**src/rtl/scurve_channel_scheduler_pkg.sv**
```systemverilog
// Shared types and constants for the S-curve channel scheduler.
package scurve_channel_scheduler_pkg;

    localparam int          CHANNEL_NUM = 64;
    localparam int          CH_W        = 6;
    localparam logic [3:0]  HDR_PREFIX  = 4'hC;
    localparam logic [15:0] TAIL_WORD   = 16'hFF43;

    typedef enum logic [3:0] {
        S_IDLE,
        S_HEADER_OUT,
        S_LOAD_MASK,
        S_WAIT_MASK,
        S_START_SWEEP,
        S_WAIT_SWEEP,
        S_WAIT_TX,
        S_NEXT_CH,
        S_TAIL_OUT,
        S_DONE
    } state_t;

endpackage

```
**src/rtl/scurve_channel_scheduler_mask_load_watchdog.sv**
```systemverilog
// Issues the slow-control reload pulse and flags a loader that never answers.
module mask_load_watchdog #(
    parameter logic [15:0] TIMEOUT = 16'd50_000
) (
    input  logic clk_i,
    input  logic rst_i,
    input  logic load_i,
    input  logic wait_i,
    input  logic done_i,
    input  logic clear_i,
    output logic mask_load_o,
    output logic expired_o,
    output logic timeout_o
);

    logic [15:0] cnt_q, cnt_d;
    logic        load_q;
    logic        timeout_q;

    // Counter is zero in the cycle the pulse is visible, so the flag rises
    // exactly TIMEOUT cycles after MaskLoad.
    always_comb begin
        cnt_d = cnt_q;
        if (load_i)
            cnt_d = '0;
        else if (cnt_q != '1)
            cnt_d = cnt_q + 16'd1;
    end

    assign expired_o   = wait_i && !done_i && (cnt_q == TIMEOUT - 16'd1);
    assign mask_load_o = load_q;
    assign timeout_o   = timeout_q;

    always_ff @(posedge clk_i) begin
        if (rst_i) begin
            cnt_q     <= '0;
            load_q    <= 1'b0;
            timeout_q <= 1'b0;
        end else begin
            cnt_q  <= cnt_d;
            load_q <= load_i;
            if (clear_i)
                timeout_q <= 1'b0;
            else if (expired_o)
                timeout_q <= 1'b1;
        end
    end

endmodule

```
**src/rtl/scurve_channel_scheduler.sv**
```systemverilog
// Channel sequencer: per channel header, mask load, one DAC0 sweep, data release; then tail.
module scurve_channel_scheduler #(
    parameter int          CHANNEL_NUM       = scurve_channel_scheduler_pkg::CHANNEL_NUM,
    parameter int          CH_W              = scurve_channel_scheduler_pkg::CH_W,
    parameter logic [15:0] MASK_LOAD_TIMEOUT = 16'd50_000
) (
    input  logic                   Clk,
    input  logic                   reset,
    input  logic                   ScanStart,
    input  logic                   ScanAbort,
    input  logic                   SingleChannelMode,
    input  logic [CH_W-1:0]        SingleChannelSel,
    input  logic [CH_W-1:0]        StartChannel,
    input  logic [CH_W-1:0]        EndChannel,
    output logic [CHANNEL_NUM-1:0] ChannelMask,
    output logic                   MaskLoad,
    input  logic                   MaskConfigDone,
    output logic                   SweepStart,
    input  logic                   SweepACQDone,
    input  logic                   HostTransmitDone,
    output logic                   SweepTransmitDone,
    output logic [CH_W-1:0]        CurrentChannel,
    output logic [15:0]            ScanData,
    output logic                   ScanData_en,
    output logic                   ScanBusy,
    output logic                   ScanDone,
    output logic                   ConfigTimeout
);
    import scurve_channel_scheduler_pkg::*;

    localparam logic [CHANNEL_NUM-1:0] ONE_HOT0 = {{(CHANNEL_NUM-1){1'b0}}, 1'b1};

    state_t                 state_q;
    logic [CH_W-1:0]        cur_q, last_q;
    logic [CHANNEL_NUM-1:0] mask_q;
    logic [15:0]            data_q;
    logic                   data_en_q, sweep_q, std_q, busy_q, done_q;
    logic                   start_prev_q;

    logic [CH_W-1:0] first_ch, last_ch;
    logic            start_rise, accept, expired, timeout_flag;

    assign first_ch   = SingleChannelMode ? SingleChannelSel : StartChannel;
    assign last_ch    = SingleChannelMode ? SingleChannelSel : EndChannel;
    assign start_rise = ScanStart && !start_prev_q;
    assign accept     = (state_q == S_IDLE) && start_rise;

    mask_load_watchdog #(
        .TIMEOUT (MASK_LOAD_TIMEOUT)
    ) u_wdog (
        .clk_i       (Clk),
        .rst_i       (reset),
        .load_i      ((state_q == S_LOAD_MASK) && !ScanAbort),
        .wait_i      ((state_q == S_WAIT_MASK) && !ScanAbort),
        .done_i      (MaskConfigDone),
        .clear_i     (accept),
        .mask_load_o (MaskLoad),
        .expired_o   (expired),
        .timeout_o   (timeout_flag)
    );

    // Previous-level register resets high so a ScanStart held through reset
    // must drop and rise again before a scan starts.
    always_ff @(posedge Clk) begin
        if (reset) begin
            state_q      <= S_IDLE;
            cur_q        <= '0;
            last_q       <= '0;
            mask_q       <= '1;
            data_q       <= '0;
            data_en_q    <= 1'b0;
            sweep_q      <= 1'b0;
            std_q        <= 1'b0;
            busy_q       <= 1'b0;
            done_q       <= 1'b0;
            start_prev_q <= 1'b1;
        end else begin
            start_prev_q <= ScanStart;
            data_en_q    <= 1'b0;
            std_q        <= 1'b0;
            done_q       <= 1'b0;
            if (ScanAbort && state_q != S_IDLE) begin
                state_q <= S_IDLE;
                sweep_q <= 1'b0;
                mask_q  <= '1;
                busy_q  <= 1'b0;
                std_q   <= (state_q == S_WAIT_SWEEP) || (state_q == S_WAIT_TX);
            end else begin
                case (state_q)
                    S_IDLE: if (start_rise) begin
                        cur_q   <= first_ch;
                        last_q  <= last_ch;
                        busy_q  <= 1'b1;
                        state_q <= (first_ch > last_ch) ? S_TAIL_OUT : S_HEADER_OUT;
                    end
                    S_HEADER_OUT: begin
                        data_q    <= {HDR_PREFIX, 12'(cur_q)};
                        data_en_q <= 1'b1;
                        state_q   <= S_LOAD_MASK;
                    end
                    S_LOAD_MASK: begin
                        mask_q  <= ~(ONE_HOT0 << cur_q);
                        state_q <= S_WAIT_MASK;
                    end
                    S_WAIT_MASK: begin
                        if (MaskConfigDone) begin
                            state_q <= S_START_SWEEP;
                        end else if (expired) begin
                            mask_q  <= '1;
                            state_q <= S_TAIL_OUT;
                        end
                    end
                    S_START_SWEEP: begin
                        sweep_q <= 1'b1;
                        state_q <= S_WAIT_SWEEP;
                    end
                    S_WAIT_SWEEP: if (SweepACQDone) begin
                        sweep_q <= 1'b0;
                        state_q <= S_WAIT_TX;
                    end
                    S_WAIT_TX: if (HostTransmitDone) begin
                        std_q   <= 1'b1;
                        state_q <= S_NEXT_CH;
                    end
                    S_NEXT_CH: begin
                        if (cur_q == last_q) begin
                            state_q <= S_TAIL_OUT;
                        end else begin
                            cur_q   <= cur_q + 1'b1;
                            state_q <= S_HEADER_OUT;
                        end
                    end
                    S_TAIL_OUT: begin
                        data_q    <= TAIL_WORD;
                        data_en_q <= 1'b1;
                        mask_q    <= '1;
                        state_q   <= S_DONE;
                    end
                    S_DONE: begin
                        done_q  <= !timeout_flag;
                        busy_q  <= 1'b0;
                        state_q <= S_IDLE;
                    end
                    default: state_q <= S_IDLE;
                endcase
            end
        end
    end

    assign ChannelMask       = mask_q;
    assign SweepStart        = sweep_q;
    assign SweepTransmitDone = std_q;
    assign CurrentChannel    = cur_q;
    assign ScanData          = data_q;
    assign ScanData_en       = data_en_q;
    assign ScanBusy          = busy_q;
    assign ScanDone          = done_q;
    assign ConfigTimeout     = timeout_flag;

endmodule
```
**config.mk**
```make
export PLATFORM = sky130hd
export DESIGN_NAME = scurve_channel_scheduler
export DESIGN_NICKNAME = d
export VERILOG_FILES = /design/src/rtl/scurve_channel_scheduler_pkg.sv /design/src/rtl/scurve_channel_scheduler_mask_load_watchdog.sv /design/src/rtl/scurve_channel_scheduler.sv
export SDC_FILE = /design/constraint.sdc
export NUM_CORES = 1
export LEC_CHECK = 0
export CAP_MARGIN = 5
export CORE_UTILIZATION = 55
export CTS_CLUSTER_SIZE = 25
export DETAILED_ROUTE_END_ITERATION = 7
export PLACE_DENSITY = 0.95
export SLEW_MARGIN = 0
export SYNTH_ARGS = -nofsm -noshare
export SYNTH_HDL_FRONTEND = slang
export SYNTH_SLANG_ARGS = --single-unit
```
**constraint.sdc**
```tcl
create_clock -name Clk -period 5.45 [get_ports Clk]
set_input_delay 1.3625 -clock Clk [delete_from_list [all_inputs] [get_ports Clk]]
set_output_delay 1.3625 -clock Clk [all_outputs]
set_load 0.01 [all_outputs]
```
==> results.json, run 1 <==
{
  "critPathSlowestCell": "clkdlybuf4s50_1",
  "critPathTopFamily": "buffers and inverters",
  "place_ws_ns": 1.332,
  "boundaryPins": 119,
  "cts-buffers-inserted": 9,
  "gp_congestion": 0.8677,
  "port-buffer-count": 117,
  "syn-instance-count": 643,
  "antenna_cells": 0,
  "max_stage_delay_ns": 0.83,
  "synthArstFlopShare": 0,
  "fin_crit_sh": 0.6936,
  "crit_path_start_kind": "input port",
  "num_rows": 35,
  "cp.arrival_ns": 4.04,
  "ys_warn_count": 0,
  "criticalPathCategory": "in -> reg",
  "fin_nets": 755,
  "hp-class": "reg -> reg",
  "grt_pass1_vias": 4675,
  "synth_area_um2": 5446,
  "hold_buffers": 0,
  "synth_ff_type": "dfxtp_1",
  "synth_edf_count": 0,
  "wl_mm": 14.01,
  "drt_iter0_drc": 197,
  "end_kind": "register",
  "seq_area_frac_synth": 0.4117,
  "clk_latency_ns": 0.37,
  "area_growth_syn_to_layout_pct": 23.11,
  "cts_sinks": 112,
  "cts_max_level": 3,
  "final_antenna_net_count": 0,
  "cp_data_required_time_ns": 5.71,
  "status": "finished, final reports clean",
  "path_max_fanout": 12,
  "power_density_nw_per_um2": 227.9,
  "place_hpwl_mm": 9.522,
  "leakage_nw": 2.540,
  "yosysUniqueCellTypes": 54,
  "tightest_slew_ns": 1.236,
  "drt_first_pass_iters": 5,
  "hold_violations": 0,
  "grt_usage": 0.2762,
  "gr-total-overflow": 0,
  "clock.fmax_mhz": 264.5,
  "ctsResizeCount": 0,
  "clkTransAtPathRegs_ns": 0.11,
  "period_minus_slack_ns": 3.780,
  "cp_num_buf_inv": 1,
  "core_um2": 9415,
  "slew_headroom": 0.1627,
  "cap_violations": 0,
  "finalSetupTns_ns": 0,
  "grt_pass1_wl_mm": 22.48,
  "max-vdd-ir-drop_mv": 0.1582,
  "avgSynthCellArea_um2": 8.470,
  "fin_ws_ns": 1.670,
  "start_util": 0.5785,
  "cts_tree": "yes",
  "crit_chain": "clkdlybuf4s50_1 > mux2_2 > ha_1 > and4_1 > and3_1 > a31oi_1 > nand2_1 > a2111oi_0",
  "power_w": 0.001528,
  "die_w_um": 101.5,
  "syn_nets": 682,
  "rsz0062_at_grt": "false",
  "grt_max_degree": 129,
  "clock_path_buffers": 2,
  "finClkSkew_ns": 0.01300,
  "cts_root_buf": "clkbuf_8",
  "post_cts_buffers": 0,
  "dieArea_um2": 10300,
  "antenna_found_initial": 0,
  "slew_violations": 0,
  "die_y_um": 101.5,
  "viasPerCell": 5.963,
  "vias": 5063,
  "synth_seq_cells": 112,
  "wire_per_inst_um": 16.50,
  "setup_violations": 0,
  "drive_gt1_frac": 0.04861,
  "route.detailed.drc": 0
}
-- cell families (layout without fill, tap and decap cells) --
family	after synthesis	after routing	synth area share
fa+ha+maj	13	13	0.02987
xor+xnor	18	18	0.02895
flops	112	112	0.4117
buf+inv	65	142	0.05904
mux	17	17	0.03285
compound gates	130	130	0.1376
other cells	1	1	0.0006885
simple gates	287	287	0.2993
-- path summary, 6_finish.rpt --
kind	from	endpoint	slack (ns)	depth (start not counted)
max	SingleChannelMode	state_q[3]	1.67	8
min reg2reg	u_wdog.timeout_o	ScanDone	0.50	1
max reg2reg	state_q[0]	CurrentChannel[1]	2.51	5
min	u_wdog.timeout_o	ScanDone	0.50	1
-- cell usage after synthesis (3+ instances only) --
library cell  count  area [um^2]
or4_1             3        22.52
clkbuf_1         34        127.6
a22oi_1           4        30.03
nor2b_1           7        43.79
buf_6             3        33.78
xnor2_1          14        122.6
a21o_1            4        30.03
a31oi_1           4        25.02
mux2i_1          10        100.1
or2_2             4        25.02
o21ai_0          17        85.08
nor4_1            5        31.28
nand4_1           4        25.02
a211oi_1          6        45.04
dfxtp_1         112         2242
xor2_1            4        35.03
and4_1           66        578.1
ha_1             13        162.7
and3_1            5        31.28
nor2_1          115        431.7
mux2_2            7        78.83
nor3b_1           7        52.55
nor3_1           20        100.1
a21oi_1          19        95.09
o21ai_1          58        290.3
nand2_1          21        78.83
nand2b_1          8        50.05
buf_2             8        40.04
and2_0            3        18.77
nand3_1          12        60.06
buf_4            12        90.09
inv_1             6        22.52
-- worst reg2reg max path, delay by kind of cell, from the launching register on --
kind            cells  cell delay (ns)
mux                 1             0.42
compound gates      1             1.02
simple gates        3             0.67
flops               1             0.77
-- registers in the layout, indices dropped and copies added (netlist names), 4 cells and up --
register,flops
ChannelMask,64
u_wdog.cnt_q,16
ScanData,8
CurrentChannel,6
last_q,6
state_q,4
-- layout make-up --
type,instances,area [um^2]
repair buffers,121,1214
well taps,129,161.4
clock inverters,6,50.05
multi-input cells,466,2892
inverters,6,22.52
fillers,748,2710
flip-flops and latches,112,2242
clock buffers,9,123.9
-- per-stage QoR --
step	instances	hold WS, ns	area [um^2]	util
after global routing	849	0.5135	6705	0.7122
after global placement	834	0.4585	6531	0.6937
after floorplan	643	0.4717	5446	-
after detailed placement	834	0.4635	6531	0.6937
final	849	0.4999	6705	0.7122
after CTS	849	0.4898	6705	0.7122
-- layout by cell type (no fill, tap or decap), types with 8 or more instances in the layout --
master           count
a21oi_1             19
and4_1              66
clkbuf_8             9
clkdlybuf4s50_1    117
dfxtp_1            112
ha_1                13
mux2i_1             10
nand2_1             21
nand2b_1             8
nand3_1             12
nor2_1             115
nor3_1              20
o21ai_0             17
o21ai_1             58
xnor2_1             14
-- power by group --
part / switching (W) / internal (W) / total (W)
clock network: 0.000292 / 0.000172 / 0.000464
registers: 0.0000237 / 0.000832 / 0.000855
logic: 0.000122 / 0.0000873 / 0.000209
total: 0.000438 / 0.00109 / 0.00153
-- metal layers --
layer | track usage | vias to the layer above | share of wire
met5 | 0 | - | 0
met4 | 0.1349 | 0 | 0.028
met3 | 0.03934 | 36 | 0.050
met2 | 0.4766 | 220 | 0.50
met1 | 0.3375 | 2369 | 0.42
li1 | - | 2438 | -
No activity file was read; power rests on OpenSTA's default activity.
==> run 2: changes to the inputs <==
--- a/config.mk
+++ b/config.mk
@@ -6,10 +6,10 @@
 export NUM_CORES = 1
 export LEC_CHECK = 0
 export CAP_MARGIN = 5
-export CORE_UTILIZATION = 55
+export CORE_UTILIZATION = 51
 export CTS_CLUSTER_SIZE = 25
 export DETAILED_ROUTE_END_ITERATION = 7
-export PLACE_DENSITY = 0.95
+export PLACE_DENSITY = 0.91
 export SLEW_MARGIN = 0
 export SYNTH_ARGS = -nofsm -noshare
 export SYNTH_HDL_FRONTEND = slang
==> constraint.sdc (replaced) <==
create_clock -name Clk -period 3.7 [get_ports Clk]
set_input_delay 0.925 -clock Clk [delete_from_list [all_inputs] [get_ports Clk]]
set_output_delay 0.925 -clock Clk [all_outputs]
set_load 0.01 [all_outputs]
==> results.json, run 2 (synthesized netlist as in run 1, its figures left out) <==
{
  "cts_max_level": 3,
  "end_kind": "register",
  "hold_violations": 0,
  "cp_data_required_time_ns": 3.95,
  "clock_path_buffers": 2,
  "setup_violations": 0,
  "status": "finished, final reports clean",
  "grt_usage": 0.2544,
  "grt_max_degree": 65,
  "clock.fmax_mhz": 303.5,
  "gp_congestion": 0.9063,
  "ff2ff_path_depth": 6,
  "cts_sinks": 112,
  "slew_headroom": 0.4097,
  "cp.arrival_ns": 3.55,
  "finalSetupTns_ns": 0,
  "ctsResizeCount": 0,
  "drt_iter0_drc": 272,
  "start_util": 0.5276,
  "r2r-end": "CurrentChannel[2]",
  "power_w": 0.002316,
  "wire_per_inst_um": 16.18,
  "clk_latency_ns": 0.38,
  "rsz0062_at_grt": "false",
  "finClkSkew_ns": 0.01775,
  "die_y_um": 105.3,
  "hold_buffers": 0,
  "grt_pass1_vias": 4680,
  "route.detailed.drc": 0,
  "criticalPathCategory": "in -> reg",
  "cp-endpoint": "state_q[3]",
  "startpoint": "SingleChannelMode",
  "path_max_fanout": 9,
  "grt_pass1_wl_mm": 23.05,
  "boundaryPins": 119,
  "period_minus_slack_ns": 3.295,
  "fin_nets": 760,
  "final_antenna_net_count": 0,
  "num_rows": 37,
  "wl_mm": 13.95,
  "tightest_slew_ns": 0.8786,
  "port-buffer-count": 117,
  "largest_reg_flops": 64,
  "cts-buffers-inserted": 9,
  "cap_violations": 0,
  "antenna_found_initial": 0,
  "viasPerCell": 5.935,
  "drt_first_pass_iters": 5,
  "place_hpwl_mm": 9.806,
  "slew_violations": 0,
  "core_um2": 10320,
  "final_common_cell": "clkdlybuf4s50_1",
  "gr-total-overflow": 0,
  "clkTransAtPathRegs_ns": 0.11,
  "area_growth_syn_to_layout_pct": 24.83,
  "leakage_nw": 2.582,
  "antenna_cells": 0,
  "cts_tree": "yes",
  "dieArea_um2": 11100,
  "max-vdd-ir-drop_mv": 0.2526,
  "crit_path_start_kind": "input port",
  "layout_common_cells": "117 x clkdlybuf4s50_1, 115 x nor2_1, 112 x dfxtp_1",
  "drive_gt1_frac": 0.05647,
  "reg2reg_from": "state_q[0]",
  "hp-class": "reg -> reg",
  "vias": 5116,
  "post_cts_buffers": 0,
  "fill_cells": 849,
  "die_w_um": 105.3,
  "r2r_slack_ns": 1.22,
  "fin_crit_sh": 0.8906,
  "power_density_nw_per_um2": 340.6,
  "cts_root_buf": "clkbuf_8"
}
## run 2: where the power goes
part / internal (W) / switching, W
Clock: 0.000286 / 0.000454
Combinational: 0.000136 / 0.000179
Sequential: 0.00123 / 0.0000351
## run 2: worst min path at each step
stage	from	to	slack, ns	cells after the start
final	u_wdog.timeout_o	ScanDone	0.51	1
after global routing	u_wdog.timeout_o	ScanDone	0.54	1
after CTS	u_wdog.timeout_o	ScanDone	0.51	1
after detailed placement	u_wdog.cnt_q[1]	u_wdog.cnt_q[1]	0.50	2
after global placement	u_wdog.timeout_o	ScanDone	0.48	1
after floorplan	u_wdog.cnt_q[13]	u_wdog.cnt_q[13]	0.47	1
## run 2: worst max-delay path, cell delays in order
cell and delay [ns]:
clkdlybuf4s50_1 0.72, buf_4 0.22, mux2i_1 0.27, ha_1 0.29, and4_1 0.22, and3_1 0.19, a31oi_1 0.22, nand2_1 0.08
a2111oi_0 0.42
## run 2: final cells by class
type / count / area [um^2] / share of cell area
multi-input cells: 466 / 2898 / 0.4262
flip-flops and latches: 112 / 2242 / 0.3298
repair buffers: 126 / 1264 / 0.1859
well taps: 136 / 170.2 / 0.02503
clock buffers: 10 / 137.6 / 0.02024
clock inverters: 6 / 65.06 / 0.009569
inverters: 6 / 22.52 / 0.003312
## run 2: routing by layer
layer  GRT usage  share of wire  up-vias
met2      0.4276           0.48      248
met3     0.03649          0.074       28
li1            -              -     2462
met4     0.09155          0.022        0
met5           0              0        -
met1      0.3319           0.42     2378
## run 2: per-stage QoR
step             util  std cells  setup slack [ns]  cell area (um^2)  hold WS (ns)
3_3_place_gp   0.6390        846            0.2911              6596        0.4781
2_1_floorplan       -        643            0.6607              5446        0.4717
3_5_place_dp   0.6390        846            0.1211              6596        0.4965
4_1_cts        0.6586        862            0.4682              6799        0.5100
5_1_grt        0.6586        862            0.2497              6799        0.5371
6_report       0.6586        862            0.4049              6799        0.5116
